File: src/rtl/up_sample_sched_if.sv
// Control bundle between up_sample_sched and the stencil buffers and stream ports.
// The master side is the scheduler; the slave side is the surrounding pipeline.
interface up_sample_sched_if #(
  parameter int unsigned CTRL_W = 16
);
  logic                   flush;
  logic                   start;
  logic                   busy;
  logic                   done;
  logic                   in_valid;
  logic                   in_ready;
  logic                   hw_input_write_wen;
  logic [2:0][CTRL_W-1:0] hw_input_write_ctrl_vars;
  logic [2:0][CTRL_W-1:0] hw_input_read_ctrl_vars;
  logic                   nn_read_ren;
  logic                   nn_write_wen;
  logic [2:0][CTRL_W-1:0] nn_ctrl_vars;
  logic                   out_valid;
  logic                   out_ready;
  logic                   hw_output_read_ren;
  logic [2:0][CTRL_W-1:0] hw_output_read_ctrl_vars;
  logic                   out_last;

  modport master (
    input  flush, start, in_valid, out_ready,
    output busy, done, in_ready, hw_input_write_wen, hw_input_write_ctrl_vars,
           hw_input_read_ctrl_vars, nn_read_ren, nn_write_wen, nn_ctrl_vars,
           out_valid, hw_output_read_ren, hw_output_read_ctrl_vars, out_last
  );

  modport slave (
    output flush, start, in_valid, out_ready,
    input  busy, done, in_ready, hw_input_write_wen, hw_input_write_ctrl_vars,
           hw_input_read_ctrl_vars, nn_read_ren, nn_write_wen, nn_ctrl_vars,
           out_valid, hw_output_read_ren, hw_output_read_ctrl_vars, out_last
  );
endinterface

File: src/rtl/up_sample_sched.sv
// Frame scheduler for up_sample: LOAD input ub, COMPUTE nearest_neighbor sweep, DRAIN output.
// Define UP_SAMPLE_SCHED_PERF_EN to add the stall_cnt / frame_cnt performance outputs.
module up_sample_sched #(
  parameter int unsigned IN_W   = 64,
  parameter int unsigned IN_H   = 64,
  parameter int unsigned SCALE  = 2,
  parameter int unsigned CTRL_W = 16
) (
  input  logic              clk,
  input  logic              rst_n,
  up_sample_sched_if.master bus
`ifdef UP_SAMPLE_SCHED_PERF_EN
  ,
  output logic [31:0]       stall_cnt,
  output logic [15:0]       frame_cnt
`endif
);
  localparam int unsigned OUT_W = IN_W * SCALE;
  localparam int unsigned OUT_H = IN_H * SCALE;
  localparam int unsigned XW    = $clog2(OUT_W);
  localparam int unsigned YW    = $clog2(OUT_H);
  localparam int unsigned SH    = $clog2(SCALE);

  typedef enum logic [1:0] {StIdle, StLoad, StCompute, StDrain} state_e;

  state_e        state_q, state_d;
  logic [XW-1:0] x_q, x_d, x_lim;
  logic [YW-1:0] y_q, y_d, y_lim;
  logic          done_q, done_d;
  logic          step;
  logic          at_end;

  // One (x,y) counter pair is shared by all phases; only the wrap limits differ.
  always_comb begin
    x_lim  = (state_q == StLoad) ? XW'(IN_W - 1) : XW'(OUT_W - 1);
    y_lim  = (state_q == StLoad) ? YW'(IN_H - 1) : YW'(OUT_H - 1);
    at_end = (x_q == x_lim) && (y_q == y_lim);
  end

  always_comb begin
    state_d = state_q;
    x_d     = x_q;
    y_d     = y_q;
    done_d  = 1'b0;
    step    = 1'b0;
    unique case (state_q)
      StIdle: begin
        if (bus.start) state_d = StLoad;
      end
      StLoad: begin
        step = bus.hw_input_write_wen;
        if (step && at_end) state_d = StCompute;
      end
      StCompute: begin
        step = 1'b1;
        if (at_end) state_d = StDrain;
      end
      StDrain: begin
        step = bus.hw_output_read_ren;
        if (step && at_end) begin
          state_d = StIdle;
          done_d  = 1'b1;
        end
      end
      default: state_d = StIdle;
    endcase
    if (step) begin
      x_d = x_q + 1'b1;
      if (x_q == x_lim) begin
        x_d = '0;
        y_d = (y_q == y_lim) ? '0 : y_q + 1'b1;
      end
    end
    if (bus.flush) begin
      state_d = StIdle;
      x_d     = '0;
      y_d     = '0;
      done_d  = 1'b0;
    end
  end

  always_ff @(posedge clk or negedge rst_n) begin
    if (!rst_n) begin
      state_q <= StIdle;
      x_q     <= '0;
      y_q     <= '0;
      done_q  <= 1'b0;
    end else begin
      state_q <= state_d;
      x_q     <= x_d;
      y_q     <= y_d;
      done_q  <= done_d;
    end
  end

  logic [2:0][CTRL_W-1:0] ctrl_cur, ctrl_src;

  always_comb begin
    ctrl_cur[0] = '0;
    ctrl_cur[1] = CTRL_W'(y_q);
    ctrl_cur[2] = CTRL_W'(x_q);
    // Nearest-neighbour source pixel in the input ub.
    ctrl_src[0] = '0;
    ctrl_src[1] = CTRL_W'(y_q >> SH);
    ctrl_src[2] = CTRL_W'(x_q >> SH);
  end

  assign bus.busy                     = (state_q != StIdle);
  assign bus.done                     = done_q;
  assign bus.in_ready                 = (state_q == StLoad);
  assign bus.hw_input_write_wen       = bus.in_valid & bus.in_ready;
  assign bus.hw_input_write_ctrl_vars = ctrl_cur;
  assign bus.hw_input_read_ctrl_vars  = ctrl_src;
  assign bus.nn_read_ren              = (state_q == StCompute);
  assign bus.nn_write_wen             = (state_q == StCompute);
  assign bus.nn_ctrl_vars             = ctrl_cur;
  assign bus.out_valid                = (state_q == StDrain);
  assign bus.hw_output_read_ren       = bus.out_valid & bus.out_ready;
  assign bus.hw_output_read_ctrl_vars = ctrl_cur;
  assign bus.out_last                 = bus.out_valid & at_end;

`ifdef UP_SAMPLE_SCHED_PERF_EN
  logic [31:0] stall_cnt_q, stall_cnt_d;
  logic [15:0] frame_cnt_q, frame_cnt_d;
  logic        frame_start;

  assign frame_start = (state_q == StIdle) && bus.start && !bus.flush;

  always_comb begin
    stall_cnt_d = stall_cnt_q;
    frame_cnt_d = frame_cnt_q;
    if (frame_start) begin
      stall_cnt_d = '0;
    end else if (((state_q == StLoad) && !bus.in_valid) ||
                 ((state_q == StDrain) && !bus.out_ready)) begin
      stall_cnt_d = stall_cnt_q + 32'd1;
    end
    if (done_d) frame_cnt_d = frame_cnt_q + 16'd1;
  end

  always_ff @(posedge clk or negedge rst_n) begin
    if (!rst_n) begin
      stall_cnt_q <= '0;
      frame_cnt_q <= '0;
    end else begin
      stall_cnt_q <= stall_cnt_d;
      frame_cnt_q <= frame_cnt_d;
    end
  end

  assign stall_cnt = stall_cnt_q;
  assign frame_cnt = frame_cnt_q;
`endif
endmodule
File: src/flat_wrapper.sv
// flat-port wrapper written by rule: the top's interface ports become plain ports
module up_sample_sched_flat 
#(
  parameter int unsigned IN_W   = 64,
  parameter int unsigned IN_H   = 64,
  parameter int unsigned SCALE  = 2,
  parameter int unsigned CTRL_W = 16
)
  (clk, rst_n, bus_flush, bus_start, bus_in_valid, bus_out_ready, bus_busy, bus_done, bus_in_ready, bus_hw_input_write_wen, bus_hw_input_write_ctrl_vars, bus_hw_input_read_ctrl_vars, bus_nn_read_ren, bus_nn_write_wen, bus_nn_ctrl_vars, bus_out_valid, bus_hw_output_read_ren, bus_hw_output_read_ctrl_vars, bus_out_last);
  up_sample_sched_if #(.CTRL_W(CTRL_W)) bus_i ();
  input  logic clk;
  input  logic rst_n;
  input wire logic [$bits(bus_i.flush)-1:0] bus_flush;
  input wire logic [$bits(bus_i.start)-1:0] bus_start;
  input wire logic [$bits(bus_i.in_valid)-1:0] bus_in_valid;
  input wire logic [$bits(bus_i.out_ready)-1:0] bus_out_ready;
  output wire logic [$bits(bus_i.busy)-1:0] bus_busy;
  output wire logic [$bits(bus_i.done)-1:0] bus_done;
  output wire logic [$bits(bus_i.in_ready)-1:0] bus_in_ready;
  output wire logic [$bits(bus_i.hw_input_write_wen)-1:0] bus_hw_input_write_wen;
  output wire logic [$bits(bus_i.hw_input_write_ctrl_vars)-1:0] bus_hw_input_write_ctrl_vars;
  output wire logic [$bits(bus_i.hw_input_read_ctrl_vars)-1:0] bus_hw_input_read_ctrl_vars;
  output wire logic [$bits(bus_i.nn_read_ren)-1:0] bus_nn_read_ren;
  output wire logic [$bits(bus_i.nn_write_wen)-1:0] bus_nn_write_wen;
  output wire logic [$bits(bus_i.nn_ctrl_vars)-1:0] bus_nn_ctrl_vars;
  output wire logic [$bits(bus_i.out_valid)-1:0] bus_out_valid;
  output wire logic [$bits(bus_i.hw_output_read_ren)-1:0] bus_hw_output_read_ren;
  output wire logic [$bits(bus_i.hw_output_read_ctrl_vars)-1:0] bus_hw_output_read_ctrl_vars;
  output wire logic [$bits(bus_i.out_last)-1:0] bus_out_last;
  assign bus_i.flush = bus_flush;
  assign bus_i.start = bus_start;
  assign bus_i.in_valid = bus_in_valid;
  assign bus_i.out_ready = bus_out_ready;
  assign bus_busy = bus_i.busy;
  assign bus_done = bus_i.done;
  assign bus_in_ready = bus_i.in_ready;
  assign bus_hw_input_write_wen = bus_i.hw_input_write_wen;
  assign bus_hw_input_write_ctrl_vars = bus_i.hw_input_write_ctrl_vars;
  assign bus_hw_input_read_ctrl_vars = bus_i.hw_input_read_ctrl_vars;
  assign bus_nn_read_ren = bus_i.nn_read_ren;
  assign bus_nn_write_wen = bus_i.nn_write_wen;
  assign bus_nn_ctrl_vars = bus_i.nn_ctrl_vars;
  assign bus_out_valid = bus_i.out_valid;
  assign bus_hw_output_read_ren = bus_i.hw_output_read_ren;
  assign bus_hw_output_read_ctrl_vars = bus_i.hw_output_read_ctrl_vars;
  assign bus_out_last = bus_i.out_last;
  up_sample_sched #(.IN_W(IN_W), .IN_H(IN_H), .SCALE(SCALE), .CTRL_W(CTRL_W)) u_core (.clk(clk), .rst_n(rst_n), .bus(bus_i));
endmodule
File: config.mk
export PLATFORM = sky130hd
export DESIGN_NAME = up_sample_sched_flat
export DESIGN_NICKNAME = d
export VERILOG_FILES = /design/src/rtl/up_sample_sched_if.sv /design/src/rtl/up_sample_sched.sv /design/src/flat_wrapper.sv
export SDC_FILE = /design/constraint.sdc
export NUM_CORES = 1
export LEC_CHECK = 0
export ABC_AREA = 1
export BUFFER_PORTS_ARGS = -buffer_cell sky130_fd_sc_hd__buf_2
export CORE_MARGIN = 2
export CORE_UTILIZATION = 43
export DETAILED_ROUTE_END_ITERATION = 8
export PLACE_DENSITY = 0.9
export SLEW_MARGIN = 20
export SYNTH_ARGS = -nofsm -noshare
export SYNTH_HDL_FRONTEND = slang
export SYNTH_SLANG_ARGS = --single-unit
File: constraint.sdc
create_clock -name clk -period 3.9 [get_ports clk]
set_clock_uncertainty 0.05 [all_clocks]
set_input_delay 0.39 -clock clk [delete_from_list [all_inputs] [get_ports clk]]
set_output_delay 0.39 -clock clk [all_outputs]
set_load 0.03 [all_outputs]
# --- Yosys cells after proc, flatten, opt, wreduce, memory -nomap -nowiden ---
# Index checks and enable logic that the tools add are counted.
op_classes:
  bitwise_logic: 3
  n_eq_ne: 9
  reduce_logical: 9
  n_mux: 18
  n_addsub: 2
ops:
  columns: ["operator", "n"]
  rows:
  - ["2-to-1 mux 7 bit", 8]
  - ["adder 7 x 1 -> 7 bit (second input constant)", 2]
  - ["equality test 7 bit", 2]
  - ["2-to-1 mux 2 bit", 5]
  - ["inequality test 3 bit (second input constant)", 3]
  - ["one-hot mux 2 bit (4 select lines)", 1]
  - ["nonzero test 2 bit", 3]
  - ["equality test 2 bit (second input constant)", 2]
  - ["AND reduction 4 bit", 1]
  - ["bitwise AND 1 bit", 3]
  - ["logical AND 1 bit", 3]
  - ["2-to-1 mux 1 bit", 3]
  - ["inequality test 3 x 2 -> 1 bit (second input constant)", 1]
  - ["one-hot mux 1 bit (3 select lines)", 1]
  - ["equality test 2 x 1 -> 1 bit (second input constant)", 1]
  - ["zero test 2 bit", 1]
  - ["AND reduction 2 bit", 1]
word_totals:
  reg_bits: 17
  input_bits: 6
  output_inout_bits: 201
  wordCells: 45

# --- Longest topological paths before layout ---
logic_depth:
  ltp_word: 8
  ltp_mapped: 13
  ltp_nobuf: 13

# --- Worst setup path after synthesis ---
# No wires, ideal clock.
synth_path:
  path_type: "register to output"
  startpoint: "reg u_core.state_q[1]"
  endpoint: "out bus_out_last"
  required_ns: 3.460
  path_stages_with_launch: 9
  arrival_time_ns: 1.769
  setup_slack_ns: 1.691
  n_path_buf: 0
  cell_sequence: "dfrtp_1 -> inv_1 -> ha_1 -> inv_2 -> nand2_1 -> nand2_2 -> nor2_4 -> nand2_2 -> nor2_1"
synth_between:
  elab_chain_len: 5
synth_lines:
  columns: ["item", "line_no", "rtl"]
  rows:
  - ["start: declaration", "up_sample_sched.sv:26", "state_e state_q, state_d;"]
  - ["start signal: assignment", "up_sample_sched.sv:84", "state_q <= StIdle;"]
  - ["start signal: assignment", "up_sample_sched.sv:89", "state_q <= state_d;"]
  - ["equality test 2 x 1 -> 1 bit (*)", null, null]
  - ["named net bus_in_ready", "flat_wrapper.sv:19", "output wire logic [$bits(bus_i.in_ready)-1:0] bus_in_ready;"]
  - ["2-to-1 mux 7 bit (*)", "up_sample_sched.sv:35, up_sample_sched.sv:36", null]
  - ["equality test 7 bit", "up_sample_sched.sv:37", "at_end = (x_q == x_lim) && (y_q == y_lim);"]
  - ["logical AND 1 bit (*)", "up_sample_sched.sv:37", null]
  - ["bitwise AND 1 bit (*)", "up_sample_sched.sv:120", "assign bus.out_last = bus.out_valid & at_end;"]
  - ["end: declaration", "flat_wrapper.sv:29", "output wire logic [$bits(bus_i.out_last)-1:0] bus_out_last;"]
# Mark *: on every way through the listed nets, which the timed path passes. The rest lies on a longest branch.

# --- Worst setup path after layout ---
layout_path:
  startpoint: "reg u_core.state_q[1]"
  endpoint: "out bus_out_last"
layout_between:
  elab_chain_len: 5
layout_lines:
  columns: ["item", "line_no"]
  rows:
  - ["equality test 2 x 1 -> 1 bit", "up_sample_sched.sv:35, up_sample_sched.sv:36"]
  - ["2-to-1 mux 7 bit", "up_sample_sched.sv:35, up_sample_sched.sv:36"]
  - ["equality test 7 bit", "up_sample_sched.sv:37"]
  - ["logical AND 1 bit", "up_sample_sched.sv:37"]
  - ["bitwise AND 1 bit (*)", "up_sample_sched.sv:120"]
# Mark *: on every way between the ends. The rest lies on a longest branch, timed or not.

==> Implementation_results.wiki <==
{| class="wikitable"
! Metric !! Value
|-
| Outcome || completed
|-
| Chip width || 79.8 um
|-
| Quantity of hold-fixing buffers added after cts || 0
|-
| Synthesized area divided by synthesized cell count || 7.58 um2
|-
| Most common cell after layout, fill and taps aside || sky130_fd_sc_hd__conb_1
|-
| Area Growth Syn to Fin || -15.0%
|-
| Global-route congestion overflow total || 0
|-
| Nature of the critical path endpoint || primary output
|-
| Area fraction of the dominant cell type after synthesis || 54.4%
|-
| Max-cap check violation count || 0
|-
| Net Sw Frac || 61.2%
|-
| Global-route met1 utilization || 9.57%
|-
| Post-detailed-route DRC marker count || 0
|-
| H-tree lvl count || 1
|-
| HPWL after detailed placement || 3.12 mm
|-
| Cell repeated most along the worst path || sky130_fd_sc_hd__nand2_2
|-
| Ant. Diodes || 0
|-
| Count of state elements after synthesis || 17
|-
| Longest Clk Path Bufs || 2
|-
| Netlist cell types || 27
|-
| Clock period minus final worst setup slack || 2.30 ns
|-
| Number of buffers inserted by post-CTS setup repair || 0
|-
| Seq pwr share || 23.2%
|-
| Util after Layout || 37.9%
|-
| TritonCTS clock tree || done
|-
| Launching instance or port of the critical path || u_core.state_q[1]
|-
| Setup TNS Final || 0 ns
|-
| Clock transition at the register clock pins on the worst setup and hold paths after CTS || 0.07 ns
|-
| CP startpoint kind || flip-flop
|-
| Share of the clock period used by the worst path after layout || 58.9%
|-
| Reg-to-reg endpoint || u_core.y_q[4]
|-
| Routed wire length || 3.68 mm
|-
| Setup repair after global routing missed its margin || no
|-
| Wire length of the first global-routing pass || 5.01 mm
|-
| Class of the most critical hold timing path || primary input to async pin
|-
| Internal cell power || 418 uW
|-
| Boundary Pins || 207
|-
| Via count of the first global-routing pass || 1181
|-
| Cell at the slowest stage of the critical path || sky130_fd_sc_hd__dfrtp_1
|-
| Met3 capacity usage during global routing || 1.13%
|-
| Max IR drop VDD || 302 uV
|-
| Number of cells on the critical path || 9
|-
| Layout cells sized above 1 || 27.1%
|-
| Top library cells by usage in the layout, fill and taps aside || 138 x sky130_fd_sc_hd__conb_1, 68 x sky130_fd_sc_hd__buf_2, 23 x sky130_fd_sc_hd__inv_1, 23 x sky130_fd_sc_hd__nand2_1, 17 x sky130_fd_sc_hd__dfrtp_1
|-
| Number of vias per cell || 3.66
|-
| Power share of the clock group || 12.3%
|-
| Warnings, synthesis || 0
|-
| Clock insertion delay at the later pin of the skew report || 0.25 ns
|-
| Clock sinks || 17
|-
| Part of the Yosys area used for sequential elements || 17.2%
|-
| DR pass1 iterations || 4
|-
| Register-to-Register Path Depth || 11
|-
| Number of nets still failing antenna checks after routing || 0
|-
| Endpoints failing setup || 0
|-
| Critical Path Sink || bus_out_last
|-
| Net count of the finished layout || 367
|-
| Initial DRC count || 105
|-
| Netlist Area Pre-Place || 2470 um2
|-
| Final routed wire length divided by cell count || 8.64 um
|-
| Leakage || 0.00139 uW
|-
| CTS Buf Count || 3
|-
| Initial antenna violation count || 0
|-
| Combinational cell fraction of total power || 64.5%
|-
| Net load switching power || 660 uW
|-
| Largest fanout on the critical path || 6
|-
| Pin count of the biggest net entering global routing || 18
|-
| Quantity of gates resized following cts || 0
|-
| Required @ worst endpoint || 3.46 ns
|-
| Die ar. || 6370 um2
|-
| Number of port buffers || 68
|-
| Power per unit of standard cell area || 513 nW/um2
|-
| Delay-heaviest family, CP || simple AND/OR/NAND/NOR gates
|-
| Crit path arrival time || 1.86 ns
|-
| Core footprint || 5540 um2
|-
| GP Congestion || 0.817
|-
| Syn Inst Count || 326
|-
| Synth area leader || sky130_fd_sc_hd__buf_4
|-
| Met2 usage in global routing || 19.5%
|-
| Cell-by-cell listing of the critical path || inv_1, ha_1, inv_2, nand2_1, nand2_2, nor2_4, nand2_2, nor2_1, buf_2
|-
| Busiest grt layer || met2
|-
| Sum of buffers and inverters on the critical path || 3
|-
| Worst flop-to-flop path startpoint || u_core.state_q[0]
|-
| Die Span Y || 79.8 um
|-
| Maximum achievable frequency || 436 MHz
|-
| Clock tree root driver cell || sky130_fd_sc_hd__clkbuf_8
|-
| Pins over their slew limit || 0
|-
| Start-to-end type of the worst setup path || flip-flop to primary output
|-
| Most area-consuming cells after synthesis || sky130_fd_sc_hd__buf_4 54%, sky130_fd_sc_hd__dfrtp_1 17%, sky130_fd_sc_hd__inv_1 3.5%
|-
| Floorplan row count || 27
|-
| Critical path's largest stage delay || 0.41 ns
|-
| Via count || 1560
|-
| Starting density of the core || 44.6%
|-
| Total global routing track utilization || 9.70%
|-
| R2r setup slk || 2.00 ns
|-
| Hold violation count in the final report || 0
|}
## kinds of logic (layout without fill, tap and decap cells)
family | Yosys count | in the layout | synth area share, %
simple gates | 70 | 70 | 14.6
other cells | 1 | 138 | 0.152
buf+inv | 209 | 100 | 59.3
flops | 17 | 17 | 17.2
xor+xnor | 2 | 2 | 0.709
compound gates | 21 | 21 | 4.96
fa+ha+maj | 6 | 6 | 3.04
## worst min-delay path by stage
stage	start	endpoint	slack [ns]	cells after the start
finish	rst_n	u_core.y_q[0]	0.005	1
global route	rst_n	u_core.y_q[6]	0.03	1
CTS	rst_n	u_core.y_q[0]	0.02	1
detailed placement	rst_n	u_core.y_q[5]	0.29	1
global placement	rst_n	u_core.x_q[2]	0.29	1
floorplan	rst_n	u_core.bus.done	0.04	0
## flip-flops by register name (all words and copies together), names as in the netlist
signal           count
u_core.y_q           7
u_core.bus.done      1
u_core.x_q           7
u_core.state_q       2
## layout make-up
| cell class | count | area, um2 |
|---|---|---|
| Fill cell | 590 | 3440 |
| Multi-Input combinational cell | 237 | 1090 |
| Sequential cell | 17 | 425 |
| Timing Repair Buffer | 68 | 340 |
| Inverter | 28 | 105 |
| Tap cell | 72 | 90.1 |
| Clock buffer | 4 | 45.0 |
## metal layers
metal / vias to the layer above / part of all wire, %
li1: 742 / -
met2: 120 / 54
met1: 689 / 31
met5: - / 0
met3: 9 / 12
met4: 0 / 2.3
## power by group through the flow
| stage | clock network, uW | logic (uW) | registers, uW |
|---|---|---|---|
| after floorplan | 0 | 706 | 293 |
| after global placement | 0 | 679 | 248 |
| after detailed placement | 0 | 690 | 253 |
| after CTS | 137 | 692 | 250 |
| after global routing | 146 | 743 | 257 |
| final | 133 | 696 | 250 |
## metrics by stage
stage / instance area (um2) / cells / power (uW) / worst slack (ns) / hold WS [ns]
2_1_floorplan: 2990 / 463 / 999 / 1.69 / 0.0444
3_3_place_gp: 2060 / 422 / 927 / 2.00 / 0.287
4_1_cts: 2100 / 426 / 1080 / 1.61 / 0.0151
6_report: 2100 / 426 / 1080 / 1.60 / 0.00487
3_5_place_dp: 2060 / 422 / 944 / 1.89 / 0.290
5_1_grt: 2100 / 426 / 1150 / 1.46 / 0.0300
## synthesized netlist by cell type
master	number
sky130_fd_sc_hd__nor2_4	2
sky130_fd_sc_hd__a21oi_4	1
sky130_fd_sc_hd__nor3_1	4
sky130_fd_sc_hd__buf_2	1
sky130_fd_sc_hd__nor3b_2	1
sky130_fd_sc_hd__a31oi_1	1
sky130_fd_sc_hd__nand4_1	3
sky130_fd_sc_hd__nand3_2	2
sky130_fd_sc_hd__inv_1	23
sky130_fd_sc_hd__nor2_1	13
sky130_fd_sc_hd__o21ai_0	4
sky130_fd_sc_hd__o21ai_1	3
sky130_fd_sc_hd__conb_1	1
sky130_fd_sc_hd__buf_4	179
sky130_fd_sc_hd__o22ai_1	2
sky130_fd_sc_hd__xor2_1	2
sky130_fd_sc_hd__dfrtp_1	17
sky130_fd_sc_hd__nand2_4	1
sky130_fd_sc_hd__o21a_1	1
sky130_fd_sc_hd__buf_6	1
sky130_fd_sc_hd__a21oi_1	9
sky130_fd_sc_hd__nand2_1	23
sky130_fd_sc_hd__inv_2	5
sky130_fd_sc_hd__nand3_1	8
sky130_fd_sc_hd__nor2_2	3
sky130_fd_sc_hd__nand2_2	10
sky130_fd_sc_hd__ha_1	6
Note: power is estimated with default switching activity, not from simulation.
